**config.mk**
```make
export PLATFORM = sky130hd
export DESIGN_NAME = store_merge_unit
export DESIGN_NICKNAME = d
export VERILOG_FILES = /design/src/rtl/store_pkg.sv /design/src/rtl/store_byte_merge.sv /design/src/rtl/store_merge_unit.sv
export SDC_FILE = /design/constraint.sdc
export NUM_CORES = 1
export LEC_CHECK = 0
export ABC_AREA = 1
export BUFFER_PORTS_ARGS = -buffer_cell sky130_fd_sc_hd__buf_2
export CORE_MARGIN = 2
export CORE_UTILIZATION = 50
export CTS_BUF_LIST = sky130_fd_sc_hd__clkbuf_16
export DETAILED_ROUTE_END_ITERATION = 8
export HOLD_SLACK_MARGIN = 0.03
export PLACE_DENSITY = 0.77
export SLEW_MARGIN = 20
export SYNTH_ARGS = -nofsm -noshare
export SYNTH_HDL_FRONTEND = slang
export SYNTH_HIERARCHICAL = 1
export SYNTH_SLANG_ARGS = --single-unit
```
**constraint.sdc**
```tcl
create_clock -name clk -period 15.8 [get_ports clk]
set_clock_uncertainty 0.15 [all_clocks]
set_input_delay 2.37 -clock clk [delete_from_list [all_inputs] [get_ports clk]]
set_output_delay 2.37 -clock clk [all_outputs]
set_load 0.01 [all_outputs]
```
**src/rtl/store_pkg.sv**
```systemverilog
// Shared types and helpers for the store merge unit.
// Latency: n/a (types, constants and a pure function only).
// Backpressure: n/a.
package store_pkg;

  typedef enum logic [2:0] {
    IDLE,
    READ,
    WAIT_RD,
    WRITE,
    DONE
  } state_t;

  // Store size codes carried in funct3
  localparam logic [2:0] SB = 3'b000;
  localparam logic [2:0] SH = 3'b001;
  localparam logic [2:0] SW = 3'b010;
  localparam logic [2:0] SD = 3'b011;

  // One bit per byte lane written by a store of 2**size_log2 bytes at offset.
  function automatic logic [7:0] lane_mask(input logic [1:0] size_log2,
                                           input logic [2:0] offset);
    logic [7:0] base;
    case (size_log2)
      2'd0:    base = 8'h01;
      2'd1:    base = 8'h03;
      2'd2:    base = 8'h0F;
      default: base = 8'hFF;
    endcase
    return base << offset;
  endfunction

endpackage

```
**src/rtl/store_byte_merge.sv**
```systemverilog
// Byte-lane merge of right-aligned store data into a read memory word.
// Latency: purely combinational, zero cycles.
// Backpressure: none; output follows inputs.
// Ports: size_log2 (log2 of store bytes), offset (byte lane of first byte),
//        store_data (low bytes valid), mem_rdata (old word) -> merged (new word).
module store_byte_merge
  import store_pkg::*;
#(
  parameter int DATA_W = 64
) (
  input  logic [1:0]                    size_log2,
  input  logic [$clog2(DATA_W/8)-1:0]   offset,
  input  logic [DATA_W-1:0]             store_data,
  input  logic [DATA_W-1:0]             mem_rdata,
  output logic [DATA_W-1:0]             merged
);

  localparam int BYTES = DATA_W / 8;

  logic [7:0]        lanes;
  logic [DATA_W-1:0] shifted;
  logic [DATA_W-1:0] bmask;

  assign lanes   = lane_mask(size_log2, 3'(offset));
  // Move the low store bytes up to the addressed lane; bytes that slide past
  // the mask are discarded below.
  assign shifted = store_data << {offset, 3'b000};

  for (genvar i = 0; i < BYTES; i++) begin : g_lane
    assign bmask[i*8 +: 8] = {8{lanes[i]}};
  end

  assign merged = (shifted & bmask) | (mem_rdata & ~bmask);

endmodule

```
**src/rtl/store_merge_unit.sv**
```systemverilog
// Read-modify-write engine turning byte/half/word/double stores into word writes.
// Latency: full-width accept->write 1 cycle, done 2; sub-word read at 1, write 1 after rvalid, done 1 later.
// Backpressure: req_ready low while busy; WAIT_RD stalls indefinitely on mem_rvalid.
// Ports: clk, reset (async active-high); req_valid/req_ready/funct3/addr/store_data request side;
//        mem_addr/mem_rd_en/mem_rdata/mem_rvalid/mem_wr_en/mem_wdata memory side; done, busy status.
// Build option STORE_MISALIGN_TRAP_EN: misaligned stores complete without memory access and
// raise the extra misalign output during DONE; otherwise misaligned stores are aligned down.
module store_merge_unit
  import store_pkg::*;
#(
  parameter int DATA_W = 64,
  parameter int ADDR_W = 64
) (
  input  logic              clk,
  input  logic              reset,
  input  logic              req_valid,
  output logic              req_ready,
  input  logic [2:0]        funct3,
  input  logic [ADDR_W-1:0] addr,
  input  logic [DATA_W-1:0] store_data,
  output logic [ADDR_W-1:0] mem_addr,
  output logic              mem_rd_en,
  input  logic [DATA_W-1:0] mem_rdata,
  input  logic              mem_rvalid,
  output logic              mem_wr_en,
  output logic [DATA_W-1:0] mem_wdata,
  output logic              done,
  output logic              busy
`ifdef STORE_MISALIGN_TRAP_EN
  ,
  output logic              misalign
`endif
);

  localparam int OFF_W = $clog2(DATA_W / 8);

  state_t            state_q, state_d;
  logic [2:0]        funct3_q;
  logic [ADDR_W-1:0] addr_q;
  logic [DATA_W-1:0] data_q;
  logic [DATA_W-1:0] wdata_q;
  logic [DATA_W-1:0] merged;
  logic              accept;
  logic              full_in;
  logic [OFF_W-1:0]  off_al;

  // Stores at least as wide as the memory word (or reserved codes) skip the read.
  function automatic logic is_full(input logic [2:0] f3);
    return f3[2] || (f3[1:0] == SD[1:0]) || ((DATA_W == 32) && (f3[1:0] == SW[1:0]));
  endfunction

  // Offset bits below the store's natural alignment.
  function automatic logic [OFF_W-1:0] size_m1(input logic [1:0] size_log2);
    logic [3:0] m;
    m = (4'd1 << size_log2) - 4'd1;
    return m[OFF_W-1:0];
  endfunction

  assign accept  = req_valid && (state_q == IDLE);
  assign full_in = is_full(funct3);
  assign off_al  = addr_q[OFF_W-1:0] & ~size_m1(funct3_q[1:0]);

`ifdef STORE_MISALIGN_TRAP_EN
  logic mis_in;
  logic mis_q;
  assign mis_in = (addr[OFF_W-1:0] & size_m1(funct3[1:0])) != '0;
`endif

  store_byte_merge #(.DATA_W(DATA_W)) u_merge (
    .size_log2  (funct3_q[1:0]),
    .offset     (off_al),
    .store_data (data_q),
    .mem_rdata  (mem_rdata),
    .merged     (merged)
  );

  always_ff @(posedge clk or posedge reset) begin
    if (reset) state_q <= IDLE;
    else       state_q <= state_d;
  end

  always_comb begin
    state_d = state_q;
    case (state_q)
      IDLE: begin
        if (req_valid) begin
`ifdef STORE_MISALIGN_TRAP_EN
          if (mis_in)       state_d = DONE;
          else if (full_in) state_d = WRITE;
          else              state_d = READ;
`else
          if (full_in) state_d = WRITE;
          else         state_d = READ;
`endif
        end
      end
      READ:    state_d = WAIT_RD;
      WAIT_RD: if (mem_rvalid) state_d = WRITE;
      WRITE:   state_d = DONE;
      DONE:    state_d = IDLE;
      default: state_d = IDLE;
    endcase
  end

  always_ff @(posedge clk or posedge reset) begin
    if (reset) begin
      funct3_q <= '0;
      addr_q   <= '0;
      data_q   <= '0;
      wdata_q  <= '0;
    end else begin
      if (accept) begin
        funct3_q <= funct3;
        addr_q   <= addr;
        data_q   <= store_data;
        // Full-width data goes straight to the write register.
        if (full_in) wdata_q <= store_data;
      end
      if ((state_q == WAIT_RD) && mem_rvalid) wdata_q <= merged;
    end
  end

`ifdef STORE_MISALIGN_TRAP_EN
  always_ff @(posedge clk or posedge reset) begin
    if (reset)       mis_q <= 1'b0;
    else if (accept) mis_q <= mis_in;
  end
  assign misalign = (state_q == DONE) && mis_q;
`endif

  assign req_ready = (state_q == IDLE);
  assign busy      = (state_q != IDLE);
  assign mem_rd_en = (state_q == READ);
  assign mem_wr_en = (state_q == WRITE);
  assign done      = (state_q == DONE);
  assign mem_addr  = {addr_q[ADDR_W-1:OFF_W], {OFF_W{1'b0}}};
  assign mem_wdata = wdata_q;

endmodule

```
== Yosys cells after proc, flatten, opt, wreduce, memory -nomap -nowiden ==
Cells that the tools add are included.
Widths: inputs -> output; s select.
Operators by class
  reductions and logical operators: 10
  bitwise gates (word level): 6
  shift operators: 3
  multiplexer cells: 8
  $add $sub $neg: 1
  equal/unequal tests: 9
Operator list (count)
  $mux 64: 3
  $and 64x64->64: 2
  $not 64->64: 1
  $or 64x64->64: 1
  $shl 64x6->64: 1
  $pmux 8 s3: 1
  $pmux 3 s4: 1
  $shl 8x3->8: 1
  $eq 3x2->1 const B: 2
  $mux 3: 2
  $eq 2x2->1 const B: 2
  $ne 2x2->1 const B: 2
  $reduce_and 2->1: 2
  $reduce_bool 2->1: 2
  $and 3x3->3: 1
  $eq 3x1->1 const B: 1
  $eq 3x3->1 const B: 1
  $logic_not 3->1: 1
  $not 3->3: 1
  $reduce_bool 3->1: 1
  $shl 1x2->3 const A: 1
  $sub 3x1->3 const B: 1
  $eq 2x1->1 const B: 1
  $logic_and 1x1->1: 2
  other kinds (3): 3
Word-level totals
  register bits after elaboration: 197
  input bits: 199
  output and inout bits: 133
  word-level logic and storage cells: 42

== Logic depth before layout (Yosys ltp) ==
Gate-level depths: netlist (run 1).
  depth in word-level cells: 9
  mapped depth: 15
  depth with buffers taken out: 13

== Hierarchy ==
Netlist (run 1), hierarchy kept.
Modules (own cells, without submodules)
  store_merge_unit: cells an instance 1140, area an instance 9069.9 µm², times used 1
  store_byte_merge: cells an instance 579, area an instance 2566.2 µm², times used 1

== Worst setup path after synthesis (run 1) ==
OpenSTA, ideal clock, no wires.
  kind: flip-flop to output port
  start: reg state_q[1]
  end: out mem_rd_en
  path slack: 12.341 ns
  arrival: 0.939 ns
  cell stages (with the launch flop): 3
  path through: dfrtp_1 clkbuf_1 nor3_1
Between the ends
  cells in the longest elaborated chain, start to end: 1
Ends and longest elaborated chain
  start: declaration: RTL line store_merge_unit.sv:37  | state_t state_q, state_d;
  start signal: assignment: RTL line store_merge_unit.sv:79  | else state_q <= state_d;
  $eq 3x1->1: RTL line store_merge_unit.sv:133  | assign mem_rd_en = (state_q == READ);
  end: declaration: RTL line store_merge_unit.sv:22  | output logic mem_rd_en,
No other way between the ends.

== Worst setup path in the final report (run 1) ==
  start: in mem_rvalid
  end: reg wdata_q[32], in the netlist mem_wdata[32]
Between the ends
  cells in the longest elaborated chain, start to end: 3
Ends and longest elaborated chain
  start: declaration: RTL line store_merge_unit.sv:24  | input logic mem_rvalid,
  $logic_and 1x1->1 *: RTL line store_merge_unit.sv:119  | if ((state_q == WAIT_RD) && mem_rvalid) wdata_q <= merged;
  $reduce_bool 2->1 (no source line)
  $reduce_and 2->1 (no source line)
  end signal: assignment: RTL line store_merge_unit.sv:117  | if (full_in) wdata_q <= store_data;
  end signal: assignment: RTL line store_merge_unit.sv:119
  end: declaration: RTL line store_merge_unit.sv:41  | logic [DATA_W-1:0] wdata_q;
Mark *: on every way between the ends. The rest lies on a longest branch, timed or not.
A chain may end at the register's enable or synchronous reset.

==> run metrics, run 1 <==
outcome finished clean; met1 GRT Util ~45%; share of layout cells above drive strength 1 21.0%; Synth Area per Inst 6.77 um^2; Yosys top cell area share ~42%; grt ovf 0; Worst setup SP type input pin; via count of the routed design 12100; Yosys cell types 26; clk slew on worst S/H paths 0.08 ns; Synth area leaders dfrtp_1 42%, nand2_1 31%, nand3_1 9.1%; die height 157 um; hold endpoint addr_q[36]; starting density of the core 51.2%; Critical Path End Type flip-flop; RD Place Congestion 0.980; Clk Latency, worst-skew pair 0.45 ns; setup bufs post-CTS 0; RSZ-0062 raised after global routing no; Rows between 50 and 60; Leak approximately 8 nW; Synth-to-Final Area Change 14.9%; number of global-route vias before repair 10900; CTS Hold Bufs 0; Power Dens Cells 228 nW/um^2; Port Buffer Count 328; ant diodes 0; R2R Path End mem_wdata[32]; Hold Path Class reg -> reg; register bit count reported by yosys 197; CTS tree built; Pint about 1.5 mW; Async S/R FF share, synth 100%; commonest cells in the netlist 965 x nand2_1, 211 x nand3_1, 197 x dfrtp_1, 82 x buf_4, 64 x nand4_1; register-to-register setup slack 12.70 ns; most frequent cell after synthesis nand2_1; TritonCTS Buffers 17; CTS resizes 0; R2R Path Start state_q[0]; clock share of power between 10% and 20%; Post-Route Setup TNS 0 ns; Die Area 24500 um^2; Synth Cell Area around 12000 um^2; combinational fraction of design power 54.7%; # IOs 332; CP Data Arrival Time 4.74 ns; Tmin final 4.50 ns; Worst Hold Depth 2; clk root buf clkbuf_16; largest fanout on the critical path 65; Ys Warns 6; ANT nets after route 0; Cell Area, Placed 12700 um^2; sequential group share of total power approximately 30%; sequential-to-total area share from yosys stat 42.4%; grt peak-use layer met2; Slew @ Worst Pin 0.977 ns; met2 usage 46.4%; Highest Clock Rate 0.222 GHz; total track usage 30.4%; required time worst endpoint 16.03 ns; Bufs on Longest Clock Path 2; synthesized netlist cell count 1719; Hold Vio Cnt, Final 0; switch share 51.0%; H-tree Lvls 4; Reg2Reg Depth 7; drt pass-1 iters 6; WL final roughly 37 mm; post-route clock period utilization 28.5%; core area 22700 um^2; critical path class in -> reg; Setup-failing EPs final 0; Slew Viols, Final 0; CTS Sinks 197; design area 13400 um^2; min-delay src addr_q[36]; Starting DRT DRC Count 1456; NumNets Final 2107; initial antenna violation count 0; first-pass GRT wire length 58.3 mm; DPL Wire Length 26.1 mm; Wirelength per Cell 16.9 um; Die X between 150 and 200 um; switching power 1.56 mW; GR Util met3 3.77%; Worst slew margin 34.9%; largest net degree at the start of global routing 139; leading area contributor after synthesis dfrtp_1; Synth Flop Type dfrtp_1; maximum vdd drop 0.000129 V; DRC viols 0; max cap viols 0; number of synthesized flops with an enable pin 0; vias per cell 5.47; Total Power just over 3 mW
## sequential cells by signal (all words and copies together) (netlist names)
| signal | flops |
|---|---|
| addr_q | 64 |
| data_q | 64 |
| funct3_q | 2 |
| mem_wdata | 64 |
| state_q | 3 |
## cell type report
type	instances	area, um^2
Fill cell	2210	9340
Multi-Input combinational cell	1324	5590
Sequential cell	197	4930
Timing Repair Buffer	342	1750
Clock buffer	17	425
Tap cell	285	357
Clock inverter	15	205
Inverter	26	113
## power by group through the flow
stage / combinational (mW) / sequential [mW] / clock (mW)
finish: 1.67 / 0.916 / 0.466
global route: 1.85 / 0.944 / 0.490
CTS: 1.64 / 0.913 / 0.468
detailed placement: 1.64 / 0.917 / 0
global placement: 1.60 / 0.918 / 0
floorplan: 1.23 / 0.906 / 0
## kinds of logic after synthesis
logic type             after synthesis  synth area share [%]
DFF                                197                  42.4
AOI/OAI and AO/OA                   52                  2.42
other                                1                0.0322
buffers and inverters              200                  10.1
and+or+nand+nor                   1269                  45.1
## critical path: stages
cell and delay (ns):
buf_2 0.07, buf_4 0.57, nand3_4 0.63, o21ai_4 0.19, buf_4 0.58, nand2_1 0.13
nand2_1 0.10
## worst max-delay path by stage
stage                          start       endpoint  slack (ns)  depth (start not counted)
final                     mem_rvalid  mem_wdata[32]       11.30                          7
after global routing      mem_rvalid  mem_wdata[18]       11.14                          7
after CTS                 mem_rvalid  mem_wdata[32]       11.39                          7
after detailed placement  mem_rvalid  mem_wdata[46]       10.93                          7
after global placement    mem_rvalid   mem_wdata[4]       11.00                          7
after floorplan                reset      addr_q[0]        7.91                          1
## metrics by stage
stage	utilization (%)	setup WS [ns]	std cells	hold slack [ns]
finish	58.9	11.30	2206	0.327
global route	58.9	11.14	2206	0.350
CTS	58.9	11.39	2206	0.330
detailed placement	56.1	10.93	2174	0.309
global placement	56.1	11.00	2174	0.308
floorplan	-	7.91	1721	0.299
## placed cells by master, fill, tap and decap left out, types with 5 or more instances in the layout
master     netlist  final
buf_2           55    328
buf_4           82     14
clkbuf_16        0     17
clkinv_8         0      5
dfrtp_1        197    196
inv_1           23     22
nand2_1        965    965
nand2_2          8      8
nand3_1        211    210
nand4_1         64     64
nor2_1           9      7
o21ai_0         22     22
o21ai_1         21     21
## per-layer routing
layer	share of wire, %	vias to the layer above
met5	0	-
met4	2.8	0
met3	8.3	67
met2	45	625
met1	43	5588
li1	-	5793
(Power assumes the default switching activity.)
==> run 2, diff against run 1 <==
--- a/config.mk
+++ b/config.mk
@@ -8,11 +8,11 @@
 export ABC_AREA = 1
 export BUFFER_PORTS_ARGS = -buffer_cell sky130_fd_sc_hd__buf_2
 export CORE_MARGIN = 2
-export CORE_UTILIZATION = 50
+export CORE_UTILIZATION = 48
 export CTS_BUF_LIST = sky130_fd_sc_hd__clkbuf_16
 export DETAILED_ROUTE_END_ITERATION = 8
 export HOLD_SLACK_MARGIN = 0.03
-export PLACE_DENSITY = 0.77
+export PLACE_DENSITY = 0.78
 export SLEW_MARGIN = 20
 export SYNTH_ARGS = -nofsm -noshare
 export SYNTH_HDL_FRONTEND = slang
==> constraint.sdc (replaced) <==
create_clock -name clk -period 4.02 [get_ports clk]
set_clock_uncertainty 0.15 [all_clocks]
set_input_delay 0.603 -clock clk [delete_from_list [all_inputs] [get_ports clk]]
set_output_delay 0.603 -clock clk [all_outputs]
set_load 0.01 [all_outputs]
==> run 2 against run 1 <==
Against the previous run: sequential share of layout area down 0.27 points; die area up 4.1%; hold slack worse by 0.18 ns; clock-buffer cell count unchanged; largest power group unchanged; worst setup slack worse by 10 ns; global-route usage down 0.31 points; via count down 0.99%; routed wire length up 3.6%; power rose to 3.9 times the previous value; combinational power rose to 4.0 times the previous value; non-clock buffer count up 6; highest routed layer unchanged; critical endpoint is now mem_wdata[44]; clock power rose to 3.8 times the previous value.
==> run metrics, run 2 (synthesis results as in run 1) <==
# IOs 332 (unchanged); Clk Latency, worst-skew pair 0.45 ns (about the same); first-pass GRT wire length 61.2 mm (+4.9%); H-tree Lvls 4 (unchanged); DRC viols 0 (unchanged); Synth-to-Final Area Change 15.8%; most frequent cells in the layout 965 x nand2_1, 328 x buf_2, 210 x nand3_1; initial antenna violation count 3 (+3); grt ovf 0 (unchanged); Worst Hold Slack 0.148 ns (-0.179 ns); Slowest cell on crit path buf_4; clk slew on worst S/H paths 0.08 ns (about the same); share of layout cells above drive strength 1 21.3% (+0.25 points); DPL Wire Length 27.6 mm (+5.6%); commonest non-fill, non-tap cell in the layout nand2_1; Starting DRT DRC Count 1474 (+1.2%); register-to-register setup slack 0.95 ns (-11.75 ns); WP depth 12 (+5); number of fill cells 2322 (+5.1%); Leak 7.82 nW (+0.22%); Wirelength per Cell 17.2 um (+1.6%); worst setup margin 0.946 ns (-10.35 ns); largest fanout on the critical path 67 (+3.1%); core area 23600 um^2 (+4.0%); Reg2Reg Depth 12 (+5); Power Dens Cells 892 nW/um^2 (+290%); critical path class reg -> reg; Hold Path Class in -> async; NumNets Final 2113 (+0.28%); CTS Hold Bufs 0 (unchanged); Slew Viols, Final 0 (unchanged); Worst setup SP type flip-flop; CTS resizes 0 (unchanged); Die X 160 um (+2.0%); vias per cell 5.31 (-2.9%); R2R Path Start funct3_q[1]; CP bufs+invs 1 (-2); Tmin final 3.07 ns; Bufs on Longest Clock Path 2 (unchanged); maximum vdd drop 0.000441 V (+240%); CP Data Arrival Time 3.30 ns (-1.44 ns); outcome finished clean; setup bufs post-CTS 0 (unchanged); Die Area 25500 um^2 (+4.1%); post-route clock period utilization 76.5%; Critical Path End Type flip-flop; die height 160 um (+2.0%); TritonCTS Buffers 17 (unchanged); Critical Path, Cell by Cell nor3_2, buf_4, nor2_1, nand2_1, nand2_2, a21oi_2, nand2_1, nand2_1, nand4_1, nand2_1, nand2_1, nand2_1; ANT nets after route 0 (unchanged); via count of the routed design 12000 (-0.99%); clk root buf clkbuf_16; largest net degree at the start of global routing 73 (-47%); Worst path top cell family by delay simple AND/OR/NAND/NOR gates; Setup-failing EPs final 0 (unchanged); most frequent CP cell nand2_1; total track usage 30.1% (-0.31 points); Worst slew margin 42.8% (+7.9 points); R2R Path End mem_wdata[44]; CTS Sinks 197 (unchanged); CTS tree built; Highest Clock Rate 0.325 GHz; required time worst endpoint 4.25 ns (-11.78 ns); starting density of the core 49.3% (-2.0 points); number of global-route vias before repair 11200 (+3.5%); RD Place Congestion 0.989 (+0.98%); Port Buffer Count 328 (unchanged); RSZ-0062 raised after global routing no; post-place setup slack 1.05 ns (-9.88 ns); max cap viols 0 (unchanged); Worst path max stage delay 0.60 ns (-0.03 ns); drt pass-1 iters 5 (-1); Slew @ Worst Pin 0.855 ns (-0.122 ns); WL final 38.7 mm (+3.6%); Hold Vio Cnt, Final 0 (unchanged); Rows 56 (+1.8%); Post-Route Setup TNS 0 ns (unchanged)
-- run 2: final cells by class --
type / instances / area (um^2) / share of cell area (%)
clock inverters: 15 / 176 / 1.31
inverters: 26 / 109 / 0.808
clock buffers: 17 / 425 / 3.16
multi-input cells: 1324 / 5590 / 41.5
well taps: 319 / 399 / 2.96
diodes: 3 / 7.51 / 0.0557
repair buffers: 348 / 1830 / 13.6
flip-flops and latches: 197 / 4930 / 36.6
-- run 2: worst max-delay path by stage --
| stage | slack [ns] | end | from |
|---|---|---|---|
| global placement | 1.14 | mem_wdata[40] | funct3_q[1] |
| global route | 0.71 | mem_wdata[42] | funct3_q[1] |
| detailed placement | 1.05 | mem_wdata[44] | funct3_q[1] |
| CTS | 1.00 | mem_wdata[44] | funct3_q[1] |
| floorplan | 0.72 | addr_q[0] | reset |
| finish | 0.95 | mem_wdata[44] | funct3_q[1] |
-- run 2: power breakdown --
group	switching [mW]	leakage (nW)	total, mW	internal, mW
Clock	0.910	0.287	1.76	0.846
Sequential	0.670	2.46	3.59	2.92
Combinational	4.59	5.08	6.67	2.07
-- run 2: routing by layer --
layer	GRT usage (%)	wire [um]	share of wire [%]
met5	0	0	0
met4	9.46	1020	2.6
met3	5.43	3180	8.2
met2	46.7	17500	45
met1	42.9	17000	44
-- run 2: stage by stage --
| stage | cells | instance area [um^2] | total power, mW | util (%) |
|---|---|---|---|---|
| CTS | 2246 | 13500 | 11.9 | 57.0 |
| floorplan | 1721 | 11600 | 8.39 | - |
| global route | 2249 | 13500 | 12.9 | 57.0 |
| global placement | 2214 | 12900 | 10.0 | 54.5 |
| detailed placement | 2214 | 12900 | 10.1 | 54.5 |
| finish | 2249 | 13500 | 12.0 | 57.0 |
==> run 3, diff against run 2 <==
==> constraint.sdc (replaced) <==
create_clock -name clk -period 2.58 [get_ports clk]
set_clock_uncertainty 0.15 [all_clocks]
set_input_delay 0.387 -clock clk [delete_from_list [all_inputs] [get_ports clk]]
set_output_delay 0.387 -clock clk [all_outputs]
set_load 0.01 [all_outputs]
==> run 3 against run 2 <==
Against the previous run: worst setup slack worse by 0.82 ns; global-route usage rose by 3.5 points; via count grew 7.9%; non-clock buffer count rose by 142; power increased by 63%; combinational power grew 68%; flip-flop and latch count stayed put; largest cell class unchanged; largest power group unchanged.
==> run metrics, run 3 (synthesis results as in run 1) <==
TritonCTS Buffers 17 (unchanged); DPL Wire Length 28.8 mm (+4.3%); outcome finished clean; switch share 50.9% (-0.43 points); vias per cell 5.39 (+1.4%); critical path class reg -> reg; sequential group share of total power 29.0% (-0.9 points); clk root buf clkbuf_16; Slowest cell on crit path dfrtp_2; most frequent cells in the layout 964 x nand2_1, 328 x buf_2, 210 x nand3_1; total track usage 33.6% (+3.5 points); Die Area 25500 um^2 (unchanged); core area 23600 um^2 (unchanged); Worst path max stage delay 0.48 ns (-0.12 ns); ANT nets after route 0 (unchanged); Slew @ Worst Pin 0.756 ns (-0.0990 ns); most frequent CP cell nand2_1; Highest Clock Rate 0.408 GHz (+25%); register-to-register setup slack 0.13 ns (-0.82 ns); initial antenna violation count 7 (+4); met2 usage 54.3% (+7.6 points); Hold Vio Cnt, Final 0 (unchanged); fin cells 2395 (+6.5%); RD Place Congestion 0.961 (-2.9%); clock share of power 13.9% (-0.7 points); largest fanout on the critical path 38 (-43%); commonest non-fill, non-tap cell in the layout nand2_1; Slew Viols, Final 0 (unchanged); Starting DRT DRC Count 1752 (+19%); grt ovf 0 (unchanged); maximum vdd drop 0.000667 V (+51%); Tmin final 2.45 ns (-0.624 ns); largest net degree at the start of global routing 129 (+77%); WL final 43.3 mm (+12%); Worst setup SP type flip-flop; post-route clock period utilization 95.0% (+18 points); Leak 8.48 nW (+8.4%); CTS Sinks 197 (unchanged); switching power 9.98 mW (+62%); RSZ-0062 raised after global routing no; Synth-to-Final Area Change 28.9%; CTS tree built; DRC viols 0 (unchanged); GR Util met3 5.09% (-0.34 points); Wirelength per Cell 18.1 um (+5.0%); die height 160 um (unchanged); Power Dens Cells 1310 nW/um^2 (+46%); Hold Path Class in -> reg; Clk Latency, worst-skew pair 0.45 ns (about the same); starting density of the core 49.3% (unchanged); Setup-failing EPs final 0 (unchanged); Placed Instances 2230 (+0.72%); Critical Path, Cell by Cell nor3_4, buf_12, inv_1, buf_4, nand2_1, nand3_1, nand3_1, nand2_1, nand2_1, nand2_1, nand4_1, nand2_1, nand2_1, nand2_1; # IOs 332 (unchanged); worst setup margin 0.130 ns (-0.816 ns); via count of the routed design 12900 (+7.9%); Rows 56 (unchanged); first-pass GRT wire length 68.3 mm (+12%); NumNets Final 2255 (+6.7%); combinational fraction of design power 57.1% (+1.6 points); H-tree Lvls 4 (unchanged); post-place setup slack 0.174 ns (-0.878 ns); Worst Hold Slack 0.0494 ns (-0.0990 ns); CP Data Arrival Time 2.62 ns (-0.68 ns); Worst slew margin 49.6% (+6.8 points); Critical Path End Type flip-flop; required time worst endpoint 2.75 ns (-1.50 ns); drt pass-1 iters 7 (+2); Die X 160 um (unchanged); Pint 9.61 mW (+64%); Port Buffer Count 328 (unchanged); met1 GRT Util 46.9% (+4.0 points); Bufs on Longest Clock Path 2 (unchanged); max cap viols 0 (unchanged); grt peak-use layer met2; clk slew on worst S/H paths 0.09 ns (about the same); number of global-route vias before repair 12400 (+10%); share of layout cells above drive strength 1 20.8% (-0.45 points)
## run 3: changes by cell type in the layout (fill, tap and decap cells not counted), moves of 2 or more
cell and change:
inv_8 -3, diode_2 +4, buf_4 +10, buf_12 +8
dlygate4sd3_1 +122, clkinvlp_4 -2, clkinv_8 +2
## run 3: stage by stage
step	TNS, ns	cell area [um^2]	total power [mW]	utilization, %
2_1_floorplan	-99.16	11600	13.1	-
3_5_place_dp	0	13100	16.3	55.4
4_1_cts	0	14900	19.2	63.1
3_3_place_gp	0	13100	16.2	55.4
6_report	0	15000	19.6	63.5
5_1_grt	0	15000	21.0	63.5
## run 3: critical path: cells and delay by family (launching register included)
| kind | cells | cell delay (ns) |
|---|---|---|
| flip-flops | 1 | 0.48 |
| buffers and inverters | 3 | 0.50 |
| AND/OR/NAND/NOR | 11 | 1.17 |
## run 3: path summary, 6_finish.rpt
kind,start,depth (start not counted),endpoint
worst min-delay path,store_data[50],3,data_q[50]
min in group asynchronous,reset,3,data_q[62]
worst min register to register,addr_q[23],2,addr_q[23]
worst max register to register,funct3_q[1],14,mem_wdata[35]
max in group asynchronous,reset,4,addr_q[37]
worst max-delay path,funct3_q[1],14,mem_wdata[35]
## run 3: what timing repair did
action,in CTS,in global routing
resized for setup,0,5
buffers inserted,0,3
setup endpoints to repair,0,12
endpoints found under the hold margin,130,0
hold buffers,122,0
## run 3: routing by layer
metal  part of all wire [%]  vias up
met1                     43     6052
met3                    7.5       84
li1                       -     6089
met4                    2.6        0
met5                      0        -
met2                     47      678
## run 3: area by class of cell
class | instances | area (um^2)
fill | 2160 | 8620
tap | 319 | 399
inverter | 26 | 109
clock buffer | 17 | 425
antenna | 7 | 17.5
timing repair buffer | 490 | 3320
clock inverter | 15 | 181
multi-input combinational | 1324 | 5610
sequential | 197 | 4930
## run 3: power by group through the flow
stage	sequential (mW)	clock (mW)	combinational, mW
final	5.68	2.73	11.2
after global routing	5.83	2.90	12.3
after CTS	5.62	2.78	10.8
after detailed placement	5.63	0	10.7
after global placement	5.62	0	10.5
after floorplan	5.55	0	7.52
